==> config.mk <==
export PLATFORM = sky130hd
export DESIGN_NAME = inst_dec_pipe
export DESIGN_NICKNAME = d
export VERILOG_FILES = /design/src/rtl/inst_dec_pkg.sv /design/src/rtl/inst_dec_skid.sv /design/src/rtl/inst_dec_pipe.sv
export SDC_FILE = /design/constraint.sdc
export NUM_CORES = 1
export LEC_CHECK = 0
export CAP_MARGIN = 40
export CORE_AREA = 2 2 118 63
export CTS_BUF_LIST = sky130_fd_sc_hd__clkbuf_8
export CTS_CLUSTER_DIAMETER = 200
export CTS_CLUSTER_SIZE = 14
export DETAILED_ROUTE_END_ITERATION = 12
export DIE_AREA = 0 0 120 65
export PLACE_DENSITY = 0.66
export SYNTH_ARGS = -nofsm -noshare
export SYNTH_HDL_FRONTEND = slang
export SYNTH_SLANG_ARGS = --single-unit
==> constraint.sdc <==
create_clock -name i_clk -period 2.9 [get_ports i_clk]
set_input_delay 0.87 -clock i_clk [delete_from_list [all_inputs] [get_ports i_clk]]
set_output_delay 0.87 -clock i_clk [all_outputs]
set_load 0.02 [all_outputs]
==> src/rtl/inst_dec_pkg.sv <==
// Shared definitions for the instruction decode stage: field offsets,
// opcodes that inhibit the register write, and the decoded control bundle.
package inst_dec_pkg;

  localparam int SKID_DEPTH = 2;

  // Upper four opcode bits of instructions that never write the register file.
  localparam logic [3:0] NOWE_OPC_0 = 4'b0111;
  localparam logic [3:0] NOWE_OPC_1 = 4'b1100;
  localparam logic [3:0] NOWE_OPC_2 = 4'b1101;

  typedef struct packed {
    logic regwe;
    logic imm_signed;
  } dec_ctl_t;

  function automatic int opc_lsb(input int inst_w, input int opc_w);
    return inst_w - opc_w;
  endfunction

  function automatic int sel_a_lsb(input int inst_w, input int opc_w, input int reg_aw);
    return inst_w - opc_w - reg_aw;
  endfunction

  function automatic int sel_b_lsb(input int inst_w, input int opc_w, input int reg_aw);
    return inst_w - opc_w - 2 * reg_aw;
  endfunction

  function automatic int sel_d_lsb(input int inst_w, input int opc_w, input int reg_aw);
    return inst_w - opc_w - 3 * reg_aw;
  endfunction

  function automatic dec_ctl_t decode_ctl(input logic [3:0] opc_hi, input logic opc_lo);
    dec_ctl_t c;
    c.regwe      = !((opc_hi == NOWE_OPC_0) || (opc_hi == NOWE_OPC_1) ||
                     (opc_hi == NOWE_OPC_2));
    c.imm_signed = opc_lo;
    return c;
  endfunction

endpackage

==> src/rtl/inst_dec_skid.sv <==
// Two-entry in-order skid buffer with flush. ready is registered and drops
// only when both entries are occupied.
module inst_dec_skid
  import inst_dec_pkg::*;
#(
  parameter int W = 16
) (
  input  logic         clk,
  input  logic         rst,
  input  logic         flush,
  input  logic         push,
  input  logic         pop,
  input  logic [W-1:0] push_data,
  output logic [W-1:0] head,
  output logic         empty,
  output logic         ready
);

  localparam logic [1:0] FULL_CNT = 2'(SKID_DEPTH);

  logic [W-1:0] ent0;
  logic [W-1:0] ent1;
  logic [1:0]   cnt;
  logic [1:0]   cnt_nxt;

  assign head  = ent0;
  assign empty = (cnt == 2'd0);

  always_comb begin
    cnt_nxt = cnt;
    if (flush)
      cnt_nxt = 2'd0;
    else if (push && !pop)
      cnt_nxt = cnt + 2'd1;
    else if (pop && !push)
      cnt_nxt = cnt - 2'd1;
  end

  always_ff @(posedge clk) begin
    if (rst) begin
      cnt   <= 2'd0;
      ready <= 1'b0;
      ent0  <= '0;
      ent1  <= '0;
    end else begin
      cnt   <= cnt_nxt;
      ready <= (cnt_nxt != FULL_CNT);
      if (!flush) begin
        // ent0 is always the oldest word; ent1 only matters when two are held.
        case ({push, pop})
          2'b10: begin
            if (cnt == 2'd0) ent0 <= push_data;
            else             ent1 <= push_data;
          end
          2'b01: ent0 <= ent1;
          2'b11: begin
            if (cnt == 2'd1) begin
              ent0 <= push_data;
            end else begin
              ent0 <= ent1;
              ent1 <= push_data;
            end
          end
          default: ;
        endcase
      end
    end
  end

endmodule

==> src/rtl/inst_dec_pipe.sv <==
// Decode stage: skid buffer, field decode, registered output and an optional
// writeback scoreboard for RAW stalls, enabled by defining INST_DEC_HAZARD_EN.
module inst_dec_pipe
  import inst_dec_pkg::*;
#(
  parameter int INST_W = 16,
  parameter int OPC_W  = 5,
  parameter int REG_AW = 3,
  parameter int IMM_W  = 8,
  parameter int DATA_W = 16,
  parameter int WB_LAT = 3
) (
  input  logic              i_clk,
  input  logic              i_rst,
  input  logic              i_valid,
  output logic              o_ready,
  input  logic [INST_W-1:0] i_inst,
  input  logic              i_flush,
  output logic              o_valid,
  input  logic              i_ready,
  output logic [OPC_W-1:0]  o_opcode,
  output logic [REG_AW-1:0] o_selA,
  output logic [REG_AW-1:0] o_selB,
  output logic [REG_AW-1:0] o_selD,
  output logic [DATA_W-1:0] o_imm,
  output logic              o_regwe,
  output logic              o_stall
);

  localparam int OPC_LSB = opc_lsb(INST_W, OPC_W);
  localparam int A_LSB   = sel_a_lsb(INST_W, OPC_W, REG_AW);
  localparam int B_LSB   = sel_b_lsb(INST_W, OPC_W, REG_AW);
  localparam int D_LSB   = sel_d_lsb(INST_W, OPC_W, REG_AW);

  if (WB_LAT < 1 || WB_LAT > 8) begin : g_bad_wb_lat
    $error("inst_dec_pipe: WB_LAT must be in 1..8");
  end

  // Handshakes: a word moves on a rising edge where valid & ready are both
  // high; valid never waits on ready, and a valid source holds its data
  // stable until the transfer happens.

  logic              skid_empty;
  logic              skid_push;
  logic              skid_pop;
  logic [INST_W-1:0] skid_head;

  logic              accept;
  logic              head_valid;
  logic [INST_W-1:0] head_inst;
  logic              out_free;
  logic              hazard;
  logic              issue;

  logic [OPC_W-1:0]  head_opc;
  logic [REG_AW-1:0] head_a;
  logic [REG_AW-1:0] head_b;
  logic [REG_AW-1:0] head_d;
  logic [IMM_W-1:0]  head_imm_raw;
  logic [DATA_W-1:0] head_imm;
  dec_ctl_t          head_ctl;

  inst_dec_skid #(.W(INST_W)) u_skid (
    .clk       (i_clk),
    .rst       (i_rst),
    .flush     (i_flush),
    .push      (skid_push),
    .pop       (skid_pop),
    .push_data (i_inst),
    .head      (skid_head),
    .empty     (skid_empty),
    .ready     (o_ready)
  );

  assign accept     = i_valid & o_ready & ~i_rst;
  assign head_inst  = skid_empty ? i_inst : skid_head;
  assign head_valid = skid_empty ? accept : 1'b1;
  assign out_free   = ~o_valid | i_ready;
  assign issue      = out_free & head_valid & ~hazard & ~i_flush & ~i_rst;

  // A freshly accepted word bypasses the skid only when it issues directly.
  assign skid_push  = accept & ~i_flush & ~(issue & skid_empty);
  assign skid_pop   = issue & ~skid_empty;

  assign head_opc     = head_inst[OPC_LSB +: OPC_W];
  assign head_a       = head_inst[A_LSB +: REG_AW];
  assign head_b       = head_inst[B_LSB +: REG_AW];
  assign head_d       = head_inst[D_LSB +: REG_AW];
  assign head_imm_raw = head_inst[IMM_W-1:0];
  assign head_ctl     = decode_ctl(head_opc[OPC_W-1 -: 4], head_opc[0]);
  assign head_imm     = head_ctl.imm_signed ?
                        {{(DATA_W-IMM_W){head_imm_raw[IMM_W-1]}}, head_imm_raw} :
                        {{(DATA_W-IMM_W){1'b0}}, head_imm_raw};

`ifdef INST_DEC_HAZARD_EN
  // Index 0 is the newest writeback; an entry is visible for WB_LAT cycles.
  logic              sb_v [WB_LAT];
  logic [REG_AW-1:0] sb_a [WB_LAT];

  always_ff @(posedge i_clk) begin
    if (i_rst) begin
      for (int i = 0; i < WB_LAT; i++) begin
        sb_v[i] <= 1'b0;
        sb_a[i] <= '0;
      end
    end else begin
      sb_v[0] <= issue & head_ctl.regwe;
      sb_a[0] <= head_d;
      for (int i = 1; i < WB_LAT; i++) begin
        sb_v[i] <= sb_v[i-1];
        sb_a[i] <= sb_a[i-1];
      end
    end
  end

  always_comb begin
    hazard = 1'b0;
    for (int i = 0; i < WB_LAT; i++) begin
      if (sb_v[i] && ((sb_a[i] == head_a) || (sb_a[i] == head_b)))
        hazard = 1'b1;
    end
  end
`else
  assign hazard = 1'b0;
`endif

  assign o_stall = head_valid & hazard & ~i_flush & ~i_rst;

  always_ff @(posedge i_clk) begin
    if (i_rst) begin
      o_valid  <= 1'b0;
      o_opcode <= '0;
      o_selA   <= '0;
      o_selB   <= '0;
      o_selD   <= '0;
      o_imm    <= '0;
      o_regwe  <= 1'b0;
    end else if (i_flush) begin
      o_valid <= 1'b0;
    end else if (issue) begin
      o_valid  <= 1'b1;
      o_opcode <= head_opc;
      o_selA   <= head_a;
      o_selB   <= head_b;
      o_selD   <= head_d;
      o_imm    <= head_imm;
      o_regwe  <= head_ctl.regwe;
    end else if (out_free) begin
      o_valid <= 1'b0;
    end
  end

endmodule

==> results.yml <==
clock_network:
  cts_tree: "built"
  cts_setup_buffers: 0
  cts.sinks: 54
  clk_path_buf_depth: 2
  cts-resized-gates: 0
  cts_root_buffer: "clkbuf_8"
  cts_made_buffers: 5
  holdBufCountCts: 0
  clk_pin_slew_ps: 90
  htreeDepth: 2
  worstSkewPairLatency_ps: 330
placement:
  io_buffers: 53
  dpl.hpwl_um: 4980
  gp_congestion: 0.774
drt:
  ant_nets: 0
  drcViolationCount: 0
  drt_iter0_drc: 231
  wl_per_cell_um: 15.4
  drt-vias-per-instance: 5.13
  wl_um: 7120
  routed-via-count: 2371
  first_pass_iters: 4
floorplan:
  die_x_um: 120
  die-area_um2: 7800
  rows: 22
  die_h_um: 65
  ios: 55
  core_um2: 6910
  start_util_pct: 39.8
power_and_ir_drop:
  powerDensity_nw_per_um2: 399
  ir_drop_mv: 0.167
  leakage_uw: 0.00121
worst_setup_path:
  worst-path-buf-inv: 1
  cp_cell_sequence: "clkdlybuf4s50_1 > or2_1 > a2111o_1 > nand2_1 > a21oi_1"
  end_kind: "flip-flop"
  rr_startpoint: "u_skid.cnt[1]$_SDFF_PP0_"
  cpMaxStageDelayCell: "a2111o_1"
  r2r_slack_ps: 620
  cp.depth: 5
  reg2reg_depth: 6
  critPathArrivalTime_ps: 2580
  crit_type: "in2reg"
  cp_slowest_stage_delay_ps: 680
  required_ps: 3080
  crit_family: "compound AO/OA/AOI/OAI gates"
  startpoint_type: "input port"
  path_max_fanout: 16
  critical_path.startpoint: "i_flush"
global_routing:
  grt_usage_pct: 19.2
  grt.overflow.total: 0
  grt_max_degree: 52
  antenna_found_initial: 0
  grt_pass1_wl_um: 11300
  grt_pass1_vias: 2085
sta:
  final.period_utilization_pct: 82.8
  slew_viol_final: 0
  period_minus_slack_ps: 2400
  fin_skew_ps: 12.0
  timing.fmax_ghz: 0.417
  rsz0062_at_grt: "false"
  hold_viol: 0
  tns_ps: 0
  timing.hold.ws_ps: 456
  worstMarginPinSlew_ps: 816
  finalSetupViolCount: 0
  maxSlewHeadroom_pct: 45.6
final_layout:
  multi_input_area_um2: 1410
  drive_above_1_share_pct: 8.74
  regArea_um2: 1080
  synthToLayoutAreaGrowth_pct: 23.4
  fillers: 693
  utilization_pct: 49.1
  antennaDiodeCount: 0
  nNetsFinal: 388
synthesis:
  async_reset_ff_share_pct: 0
  synth.distinct_cells: 34
  synth_edf_count: 0
  synthCells: 328
  ys_ff_latch: 54
  yosysWarnings: 0
  syn_avg_cell_area_um2: 8.37
  synthesis.area_um2: 2750
  synth_ff_type: "dfxtp_1"
  syn_nets: 351
  seq_area_frac_synth_pct: 39.4
job:
  max-cap-violations: 0
outcome:
  status: "finished clean"
hold_path:
  hold_path_depth: 2
  min_from: "u_skid.ent1[6]$_SDFFE_PP0P_"
  hp-class: "reg2reg"
## layout by cell type (no fill, tap or decap), types with 2 or more instances in the layout
cell / instances
mux2i_1: 18
dfxtp_1: 54
a311oi_1: 2
clkbuf_8: 5
ha_1: 2
a21oi_1: 33
and3_1: 3
inv_1: 6
nor2b_1: 2
nor2_1: 23
a21boi_0: 14
mux2_2: 2
nor3_2: 2
o21ai_0: 15
clkdlybuf4s50_1: 52
o211ai_1: 16
a31oi_1: 2
nand3_1: 16
nand2_1: 35
and2_1: 14
buf_4: 17
a211oi_1: 18
## cell usage after synthesis, types with 2 or more instances
master / number / area, um^2
clkbuf_1: 18 / 67.6
buf_6: 3 / 33.8
dfxtp_1: 54 / 1080
mux2i_1: 18 / 180
a311oi_1: 2 / 17.5
a211oi_1: 18 / 135
nor2b_1: 2 / 12.5
inv_1: 5 / 18.8
buf_4: 14 / 105
a21boi_0: 14 / 105
and2_1: 14 / 87.6
ha_1: 2 / 25.0
buf_2: 6 / 30.0
nand3_1: 16 / 80.1
mux2_2: 2 / 22.5
o21ai_0: 15 / 75.1
nand2_1: 35 / 131
and3_1: 3 / 18.8
a21oi_1: 33 / 165
nor2_1: 23 / 86.3
a31oi_1: 2 / 12.5
o211ai_1: 16 / 120
nor3_2: 2 / 20.0
## state kept, by name, summed over array words and instances, names as in the netlist, 2 cells and up
signal and count:
u_skid.ent1 16, u_skid.head 16, o_imm 5, o_opcode 5
o_selA 3, o_selB 2, o_selD 2, u_skid.cnt 2
## cell families after synthesis
group / synth area share, %
compound gates: 25.7
simple gates: 17.2
flops: 39.4
buf+inv: 9.29
mux: 7.38
fa+ha+maj: 0.911
other cells: 0.137
## through the flow
step | cell area (um^2) | total power (uW) | setup WS [ps] | std cells
after global routing | 3390 | 1420 | 461 | 462
final | 3390 | 1350 | 500 | 462
after detailed placement | 3300 | 942 | 176 | 454
after floorplan | 2750 | 861 | 628 | 328
after CTS | 3390 | 1370 | 526 | 462
after global placement | 3300 | 940 | 259 | 454
## power by group
group	leakage [uW]	switching, uW	internal [uW]
sequential	0.000437	7.42	752
clock	0.0000493	258	168
combinational	0.000719	92.0	73.7
total	0.00121	358	993
## path summary, 6_finish.rpt
| path | end |
|---|---|
| setup / recovery | u_skid.ent1[12]$_SDFFE_PP0P_ |
| hold / removal | u_skid.ent1[6]$_SDFFE_PP0P_ |
| setup reg to reg | u_skid.ent1[12]$_SDFFE_PP0P_ |
| hold reg to reg | u_skid.ent1[6]$_SDFFE_PP0P_ |
## area by class of cell
type	count	share of cell area [%]
flip-flops and latches	54	31.9
inverters	5	0.554
well taps	96	3.54
clock buffers	5	2.03
multi-input cells	228	41.6
repair buffers	71	19.9
clock inverters	3	0.517
## worst reg2reg max path, cell delays in order, from the launching register on
cell      delay, ps
dfxtp_1         360
inv_1           100
ha_1            690
buf_4           280
a2111o_1        490
nand2_1         140
a21oi_1         150
## routing by layer
layer	wire length, um	track usage (%)	part of all wire (%)
met5	0	0	0
met4	97	6.62	1.4
met3	599	6.34	8.4
met2	2690	25.0	38
met1	3740	28.8	52
No activity file was read; power rests on OpenSTA's default activity.
